$ cat src/rtl/id_ex_stage.sv
// Purpose : MIPS ID stage main-control decode, load-use hazard detect and ID/EX pipeline register.
// Latency : one cycle from the ID inputs to the ex_* outputs. stall and id_* are combinational.
// Backpressure: stall holds PC and IF/ID upstream while a bubble is loaded here. flush also forces a bubble.
//
// Ports:
//   clk, reset             rising-edge clock, synchronous active-high reset.
//   instr_id, pc4_id       instruction in ID and its PC+4.
//   rdata1_id, rdata2_id   register-file reads for rs and rt.
//   flush                  control-hazard flush from the branch/jump logic.
//   stall                  load-use stall back to the PC and IF/ID registers.
//   id_branch/bne/jump     ID-stage decode for the branch/jump unit, gated by stall.
//   ex_*                   registered ID/EX controls, specifiers, immediate and operands.
module id_ex_stage #(
  parameter int WIDTH = 32
) (
  input  logic             clk,
  input  logic             reset,
  input  logic [31:0]      instr_id,
  input  logic [WIDTH-1:0] pc4_id,
  input  logic [WIDTH-1:0] rdata1_id,
  input  logic [WIDTH-1:0] rdata2_id,
  input  logic             flush,
  output logic             stall,
  output logic             id_branch,
  output logic             id_bne,
  output logic             id_jump,
  output logic             ex_regWrite,
  output logic             ex_memtoReg,
  output logic             ex_memRead,
  output logic             ex_memWrite,
  output logic             ex_aluSrc,
  output logic             ex_regDst,
  output logic [1:0]       ex_aluOp,
  output logic [5:0]       ex_func,
  output logic [4:0]       ex_rs,
  output logic [4:0]       ex_rt,
  output logic [4:0]       ex_rd,
  output logic [WIDTH-1:0] ex_imm,
  output logic [WIDTH-1:0] ex_rdata1,
  output logic [WIDTH-1:0] ex_rdata2,
  output logic [WIDTH-1:0] ex_pc4
);

  typedef struct packed {
    logic       reg_write;
    logic       memto_reg;
    logic       mem_read;
    logic       mem_write;
    logic       alu_src;
    logic       reg_dst;
    logic [1:0] alu_op;
  } ctrl_t;

  typedef struct packed {
    logic [5:0]       func;
    logic [4:0]       rs;
    logic [4:0]       rt;
    logic [4:0]       rd;
    logic [WIDTH-1:0] imm;
    logic [WIDTH-1:0] rdata1;
    logic [WIDTH-1:0] rdata2;
    logic [WIDTH-1:0] pc4;
  } data_t;

  localparam logic [5:0] OP_RTYPE = 6'b000000;
  localparam logic [5:0] OP_LW    = 6'b100011;
  localparam logic [5:0] OP_SW    = 6'b101011;
  localparam logic [5:0] OP_BEQ   = 6'b000100;
  localparam logic [5:0] OP_BNE   = 6'b000101;
  localparam logic [5:0] OP_ADDI  = 6'b001000;
  localparam logic [5:0] OP_ANDI  = 6'b001100;
  localparam logic [5:0] OP_J     = 6'b000010;

  logic [5:0] opcode;
  logic [4:0] rs_id;
  logic [4:0] rt_id;

  ctrl_t            ctrl_dec;
  logic             branch_dec;
  logic             bne_dec;
  logic             jump_dec;
  logic [WIDTH-1:0] imm_ext;

  ctrl_t ctrl_d, ctrl_q;
  data_t data_d, data_q;

  assign opcode = instr_id[31:26];
  assign rs_id  = instr_id[25:21];
  assign rt_id  = instr_id[20:16];

  // Main control decode. The all-zero word is a nop and must not look like an R-type write of $0.
  always_comb begin
    ctrl_dec   = '0;
    branch_dec = 1'b0;
    bne_dec    = 1'b0;
    jump_dec   = 1'b0;
    if (instr_id != 32'h0) begin
      unique case (opcode)
        OP_RTYPE: begin
          ctrl_dec.reg_dst   = 1'b1;
          ctrl_dec.reg_write = 1'b1;
          ctrl_dec.alu_op    = 2'b10;
        end
        OP_LW: begin
          ctrl_dec.alu_src   = 1'b1;
          ctrl_dec.memto_reg = 1'b1;
          ctrl_dec.reg_write = 1'b1;
          ctrl_dec.mem_read  = 1'b1;
        end
        OP_SW: begin
          ctrl_dec.alu_src   = 1'b1;
          ctrl_dec.mem_write = 1'b1;
        end
        OP_BEQ: begin
          ctrl_dec.alu_op = 2'b01;
          branch_dec      = 1'b1;
        end
        OP_BNE: begin
          ctrl_dec.alu_op = 2'b01;
          branch_dec      = 1'b1;
          bne_dec         = 1'b1;
        end
        OP_ADDI: begin
          ctrl_dec.alu_src   = 1'b1;
          ctrl_dec.reg_write = 1'b1;
        end
        OP_ANDI: begin
          ctrl_dec.alu_src   = 1'b1;
          ctrl_dec.reg_write = 1'b1;
          ctrl_dec.alu_op    = 2'b11;
        end
        OP_J: begin
          jump_dec = 1'b1;
        end
        default: begin
          ctrl_dec = '0;
        end
      endcase
    end
  end

  // andi is a logical op and needs the upper bits clear; everything else uses signed offsets.
  always_comb begin
    if (opcode == OP_ANDI) begin
      imm_ext = {{(WIDTH-16){1'b0}}, instr_id[15:0]};
    end else begin
      imm_ext = {{(WIDTH-16){instr_id[15]}}, instr_id[15:0]};
    end
  end

  // Load-use hazard. rt is compared for every opcode, so some stalls are unnecessary but never missing.
  assign stall = ctrl_q.mem_read && (data_q.rt != 5'd0) &&
                 ((data_q.rt == rs_id) || (data_q.rt == rt_id));

  // The stalled instruction is presented again next cycle, so resolve branches/jumps only once.
  assign id_branch = branch_dec & ~stall;
  assign id_bne    = bne_dec    & ~stall;
  assign id_jump   = jump_dec   & ~stall;

  always_comb begin
    ctrl_d = ctrl_dec;
    if (flush || stall) begin
      ctrl_d = '0;
    end
    data_d.func   = instr_id[5:0];
    data_d.rs     = rs_id;
    data_d.rt     = rt_id;
    data_d.rd     = instr_id[15:11];
    data_d.imm    = imm_ext;
    data_d.rdata1 = rdata1_id;
    data_d.rdata2 = rdata2_id;
    data_d.pc4    = pc4_id;
  end

  always_ff @(posedge clk) begin
    if (reset) begin
      ctrl_q <= '0;
      data_q <= '0;
    end else begin
      ctrl_q <= ctrl_d;
      data_q <= data_d;
    end
  end

  assign ex_regWrite = ctrl_q.reg_write;
  assign ex_memtoReg = ctrl_q.memto_reg;
  assign ex_memRead  = ctrl_q.mem_read;
  assign ex_memWrite = ctrl_q.mem_write;
  assign ex_aluSrc   = ctrl_q.alu_src;
  assign ex_regDst   = ctrl_q.reg_dst;
  assign ex_aluOp    = ctrl_q.alu_op;
  assign ex_func     = data_q.func;
  assign ex_rs       = data_q.rs;
  assign ex_rt       = data_q.rt;
  assign ex_rd       = data_q.rd;
  assign ex_imm      = data_q.imm;
  assign ex_rdata1   = data_q.rdata1;
  assign ex_rdata2   = data_q.rdata2;
  assign ex_pc4      = data_q.pc4;

endmodule

$ cat config.mk
export PLATFORM = sky130hd
export DESIGN_NAME = id_ex_stage
export DESIGN_NICKNAME = d
export VERILOG_FILES = /design/src/rtl/id_ex_stage.sv
export SDC_FILE = /design/constraint.sdc
export NUM_CORES = 1
export LEC_CHECK = 0
export ABC_AREA = 1
export CORE_MARGIN = 1
export CORE_UTILIZATION = 35
export DETAILED_ROUTE_END_ITERATION = 7
export GPL_TIMING_DRIVEN = 0
export PLACE_DENSITY = 0.77
export SLEW_MARGIN = 20
export SYNTH_ARGS = -nofsm -noshare
export SYNTH_HDL_FRONTEND = slang
export SYNTH_SLANG_ARGS = --single-unit
$ cat constraint.sdc
create_clock -name clk -period 3 [get_ports clk]
set_clock_uncertainty 0.2 [all_clocks]
set_input_delay 0.6 -clock clk [delete_from_list [all_inputs] [get_ports clk]]
set_output_delay 0.6 -clock clk [all_outputs]
set_load 0.05 [all_outputs]
==> metrics.csv <==
stage;metric;value;unit
synthesis;yosysUniqueCellTypes;16;
die;dieArea;12600;sq um
critical_path;crit_path_max_incr_delay;0.52;ns
pwr;p_sw_frac;0.263;
critical_path;rr_worst_depth;9;
sta;layout_min_cycle_time;2.80;ns
sta;finalHoldViolations;0;
critical_path;crit_path_end_kind;primary output;
layout;antenna_cells;0;
die;die_w;112;um
clock_tree;cts_tree;built;
global_route;grt_pass1_wl;19.8;mm
critical_path;crit_buf_inv;4;
placement;port-buffer-count;290;
drt;vias_per_cell;4.07;
global_route;antenna_found_initial;0;
sta;setup_violations;0;
critical_path;r2r_end;ex_memtoReg$_SDFF_PP0_;
clock_tree;clk_path_buf_depth;2;
min_path;hold-path-cell-count;3;
clock_tree;clock-sinks;130;
pwr;power_switching;1.32;mW
drt;drtPass1Iterations;4;
synthesis;ys_seq_elements;130;
die;core_area;11700;sq um
sta;worstMarginPinSlew;0.579;ns
sta;max_freq;357;MHz
critical_path;cpMaxStageDelayCell;clkdlybuf4s50_1;
global_route;grt_use_total;0.205;
layout;drive_above_1_share;0.0928;
critical_path;crit_fanout;4;
critical_path;worst_ep_required_time;2.20;ns
layout;final_cell_mix;clkdlybuf4s50_1, nor2_1, inv_1, dfxtp_1, nand2_1;
drt;postRouteAntennaNets;0;
pwr;p_per_area;629;nW/um^2
clock_tree;cts_buffers;17;
sta;worst_slack;0.200;ns
pwr;pwr-share-seq;0.369;
critical_path;start_kind;input pin;
critical_path;r2r_start;ex_rt[2]$_SDFF_PP0_;
critical_path;path_cells;clkdlybuf4s50_1 > inv_1 > nand2_1 > nand2_1 > nor2_1 > nand3_1 > nand2_1 > nand2_1 > inv_2 > buf_2;
synthesis;synth_warnings;0;
global_route;grt_start_max_net_pins;17;
synthesis;synth_nets;660;
critical_path;cpMostUsedCell;nand2_1;
synthesis;synth_area;4270;sq um
sta;tns;0;ns
die;start_util;0.366;
global_route;grt-ovfl-total;0;
run;maxCapViolCount;0;
pwr;comb_power_share;0.188;
sta;rsz0062_at_grt;no;
pwr;ir_drop;0.000510;V
clock_tree;clk_pin_slew_worst_paths;0.06;ns
placement;place_congestion;0.830;
die;fp.dieH;112;um
die;io_pins;292;
layout;layout_commonest_cell;clkdlybuf4s50_1;
drt;drt-wirelength-per-cell;12.9;um
drt;dr.first_iter.drc_count;156;
clock_tree;htreeDepth;4;
placement;pre_cts_ws;-0.371;ns
placement;dpl.hpwl;10.2;mm
sta;post-route-period-util;0.933;
drt;via_count;4046;
sta;final-max-slew-violation-count;0;
layout;area_growth;87.0;%
pwr;p_int;3.70;mW
layout;layout.nets;969;
synthesis;synth.avg_cell_area;8.07;sq um
min_path;hp-class;in -> reg;
critical_path;crit_family;buffers and inverters;
drt;drt_wl_total;12.8;mm
die;rows;39;
synthesis;synthCells;529;
min_path;hp-start;rdata1_id[26];
critical_path;worstPathArrival;2.00;ns
pwr;clock_power_share;0.443;
critical_path;crit_type;in -> out;
run_status;status;finished clean;
drt;drc;0;
critical_path;startpoint;instr_id[23];
min_path;min_to;ex_rdata1[26]$_SDFF_PP0_;
global_route;grt_pass1_vias;4125;
clock_tree;cts_root_buf;clkbuf_16;
synthesis;ys_seq_area_frac;0.610;
critical_path;r2r_slack;1.56;ns
pwr;p_leak;3.84;nW
sta;slew_headroom;0.613;
layout;utilization;0.684;
clock_tree;clk_latency;0.40;ns
[how the worst max path moves through the flow]
stage / endpoint / cells past startpoint
after floorplan: id_bne / 8
final: stall / 10
after CTS: id_branch / 11
after global placement: stall / 10
after detailed placement: stall / 10
after global routing: id_bne / 11
[worst min-delay path, cell delays in order]
cell             delay [ns]
clkdlybuf4s50_1        0.39
inv_1                  0.05
nor2_1                 0.03
[state kept, by name, indices dropped and copies added (netlist names)]
name and count:
ex_aluOp 2, ex_aluSrc 1, ex_func 5, ex_imm 7
ex_memWrite 1, ex_memtoReg 1, ex_pc4 32, ex_rd 5
ex_rdata1 32, ex_rdata2 32, ex_regDst 1, ex_regWrite 1
ex_rs 5, ex_rt 5
[synthesized netlist by cell type]
library cell | instances | area (sq um)
nand3_1 | 8 | 40.0
buf_2 | 9 | 45.0
clkbuf_1 | 5 | 18.8
nor2_4 | 2 | 22.5
xnor2_1 | 2 | 17.5
nand4_1 | 3 | 18.8
inv_1 | 139 | 522
a21oi_1 | 1 | 5.00
nor2_1 | 159 | 597
dfxtp_1 | 130 | 2600
nand2_2 | 2 | 12.5
o21ai_0 | 1 | 5.00
or2_0 | 1 | 6.26
buf_4 | 27 | 203
nor2_2 | 1 | 6.26
nand2_1 | 39 | 146
[power by group through the flow]
stage	combinational (mW)	clock, mW	sequential (mW)
2_1_floorplan	0.212	0	2.20
3_3_place_gp	0.935	0	1.88
3_5_place_dp	0.946	0	1.89
4_1_cts	0.951	2.27	1.85
5_1_grt	0.990	2.35	1.86
6_report	0.944	2.22	1.85
[kinds of logic after synthesis]
family,Yosys count,synth area share
AOI/OAI and AO/OA,2,0.00234
and+or+nand+nor,215,0.199
buffers and inverters,180,0.185
xor gates and xnor gates,2,0.00411
DFF,130,0.610
[repair_timing]
action                                  4_1_cts  5_1_grt
endpoints found under the setup margin        5        4
hold buffers                                  0        0
buffers inserted                              0        0
endpoints found under the hold margin         0        0
resized for setup                            13        9
[layer usage]
| layer | part of all wire | GRT usage |
|---|---|---|
| met5 | 0 | 0 |
| met4 | 0.029 | 0.100 |
| met3 | 0.078 | 0.0686 |
| met2 | 0.55 | 0.405 |
| met1 | 0.35 | 0.184 |
[through the flow]
step | power, mW | instance area [sq um] | hold slack, ns | std cells
3_5_place_dp | 2.83 | 7350 | 0.598 | 962
5_1_grt | 5.20 | 7980 | 0.506 | 994
6_report | 5.02 | 7980 | 0.510 | 994
2_1_floorplan | 2.41 | 4270 | 0.507 | 529
3_3_place_gp | 2.82 | 7350 | 0.583 | 962
4_1_cts | 5.07 | 8010 | 0.491 | 994
[final cells by class]
cell class | count | area, sq um
multi-input combinational | 219 | 877
clock inverter | 14 | 210
fill | 911 | 3680
sequential | 130 | 2600
inverter | 139 | 522
tap | 143 | 179
timing repair buffer | 290 | 2880
buffer | 41 | 267
clock buffer | 18 | 439
(Power assumes the default switching activity.)
==> RTL change (config.mk and constraints unchanged) <==
Change the parameter `WIDTH` from 32 to 36.
--- a/src/rtl/id_ex_stage.sv
+++ b/src/rtl/id_ex_stage.sv
@@ -12,5 +12,5 @@
 //   ex_*                   registered ID/EX controls, specifiers, immediate and operands.
 module id_ex_stage #(
-  parameter int WIDTH = 32
+  parameter int WIDTH = 36
 ) (
   input  logic             clk,
Ports: changed (7 resized); port bits go from 292 to 320. The function was not compared with the original's and may differ.
==> RTL change against the original RTL <==
  * Die area up 8.4%
  * Power up 3.5%
  * Combinational power is 10% higher
  * Sequential cell count up 12
  * Synthesized cell count rose by 7.8%
  * Final area increased by 8.1%
  * Synthesized area is 8.5% higher
  * Routed wire length up 7.5%
  * Setup slack got worse by 0.036 ns
  * Count of clock-buffer cells in the layout increased by 1
  * Sequential share of layout area up 0.33 points
  * First-iteration DRC count decreased by 15%
  * Critical path type unchanged
  * Largest cell class unchanged
  * Highest routed layer unchanged
==> RTL change: results (changes against the original RTL) <==
[critical_path]
startpoint=instr_id[17]  ; was instr_id[23]
slowest_delay_ns=0.50  ; was 0.52 ns
cp.arrival_ns=2.04  ; was 2.00 ns

[clock_tree]
cts_resized=16  ; was 13
clk_latency_ns=0.42  ; was 0.40 ns

[final_layout]
num-multi-input-gates=231  ; was 219
bufAreaShareNonClock=0.402  ; was 0.395
clkbuf_count=19  ; was 18
seq_cell_count=142  ; was 130
seqCellArea_um2=2840  ; was 2600 um2
n_fill_cell=1027  ; was 911
nNonClkBuffers=364  ; was 331
layout-drive-gt1-share=0.0902  ; was 0.0928
finalNonFillerCells=1092  ; was 994

[global_route]
grt_pass1_vias=3805  ; was 4,125
grt_start_max_net_pins=21  ; was 17
grt_first_pass_wirelength_um=19800  ; about the same
grt_use_total=0.203  ; was 0.205

[route]
num_vias=4222  ; was 4,046
drtIter0Drc=132  ; was 156

[timing]
maxSlewHeadroom=0.614  ; was 0.613

[synthesis]
synth_nets=713  ; was 660
ys_seq_area_frac=0.614  ; was 0.610
yosys-top-cells-area=dfxtp_1, nor2_1, inv_1, buf_4, nand2_1  ; unchanged

[outcome]
status=complete, no violations  ; unchanged

[die]
dieArea_um2=13700  ; was 12,600 um2

[place]
placed_area_um2=8030  ; was 7350 um2
place_congestion=0.821  ; was 0.830
io_buffers=318  ; was 290
pre_cts_slack_ns=-0.525  ; was -0.371 ns

-- RTL change: kinds of logic after synthesis --
group,after synthesis,synth area share
and+or+nand+nor,227,0.193
AOI/OAI and AO/OA,2,0.00216
xor gates and xnor gates,2,0.00378
DFF,142,0.614
buffers and inverters,197,0.187
-- RTL change: worst min path at each step --
stage	depth (start not counted)	endpoint	slack (ns)
final	3	ex_rdata2[32]	0.49
after global routing	3	ex_pc4[15]	0.48
after CTS	3	ex_pc4[15]	0.47
after detailed placement	5	ex_regWrite	0.60
after global placement	5	ex_regWrite	0.61
after floorplan	2	ex_func[0]	0.51
-- RTL change: where the power goes --
part | total [mW] | internal, mW | switching [mW]
clock network | 2.14 | 1.33 | 0.812
registers | 2.02 | 1.98 | 0.0321
logic | 1.04 | 0.425 | 0.611
-- RTL change: layer usage --
layer	share of wire	global-route usage	up-vias	wire length [um]
li1	-	-	2225	-
met1	0.36	0.204	1771	5000
met2	0.51	0.361	197	7080
met3	0.091	0.0788	29	1250
met4	0.031	0.112	0	428
met5	0	0	-	0
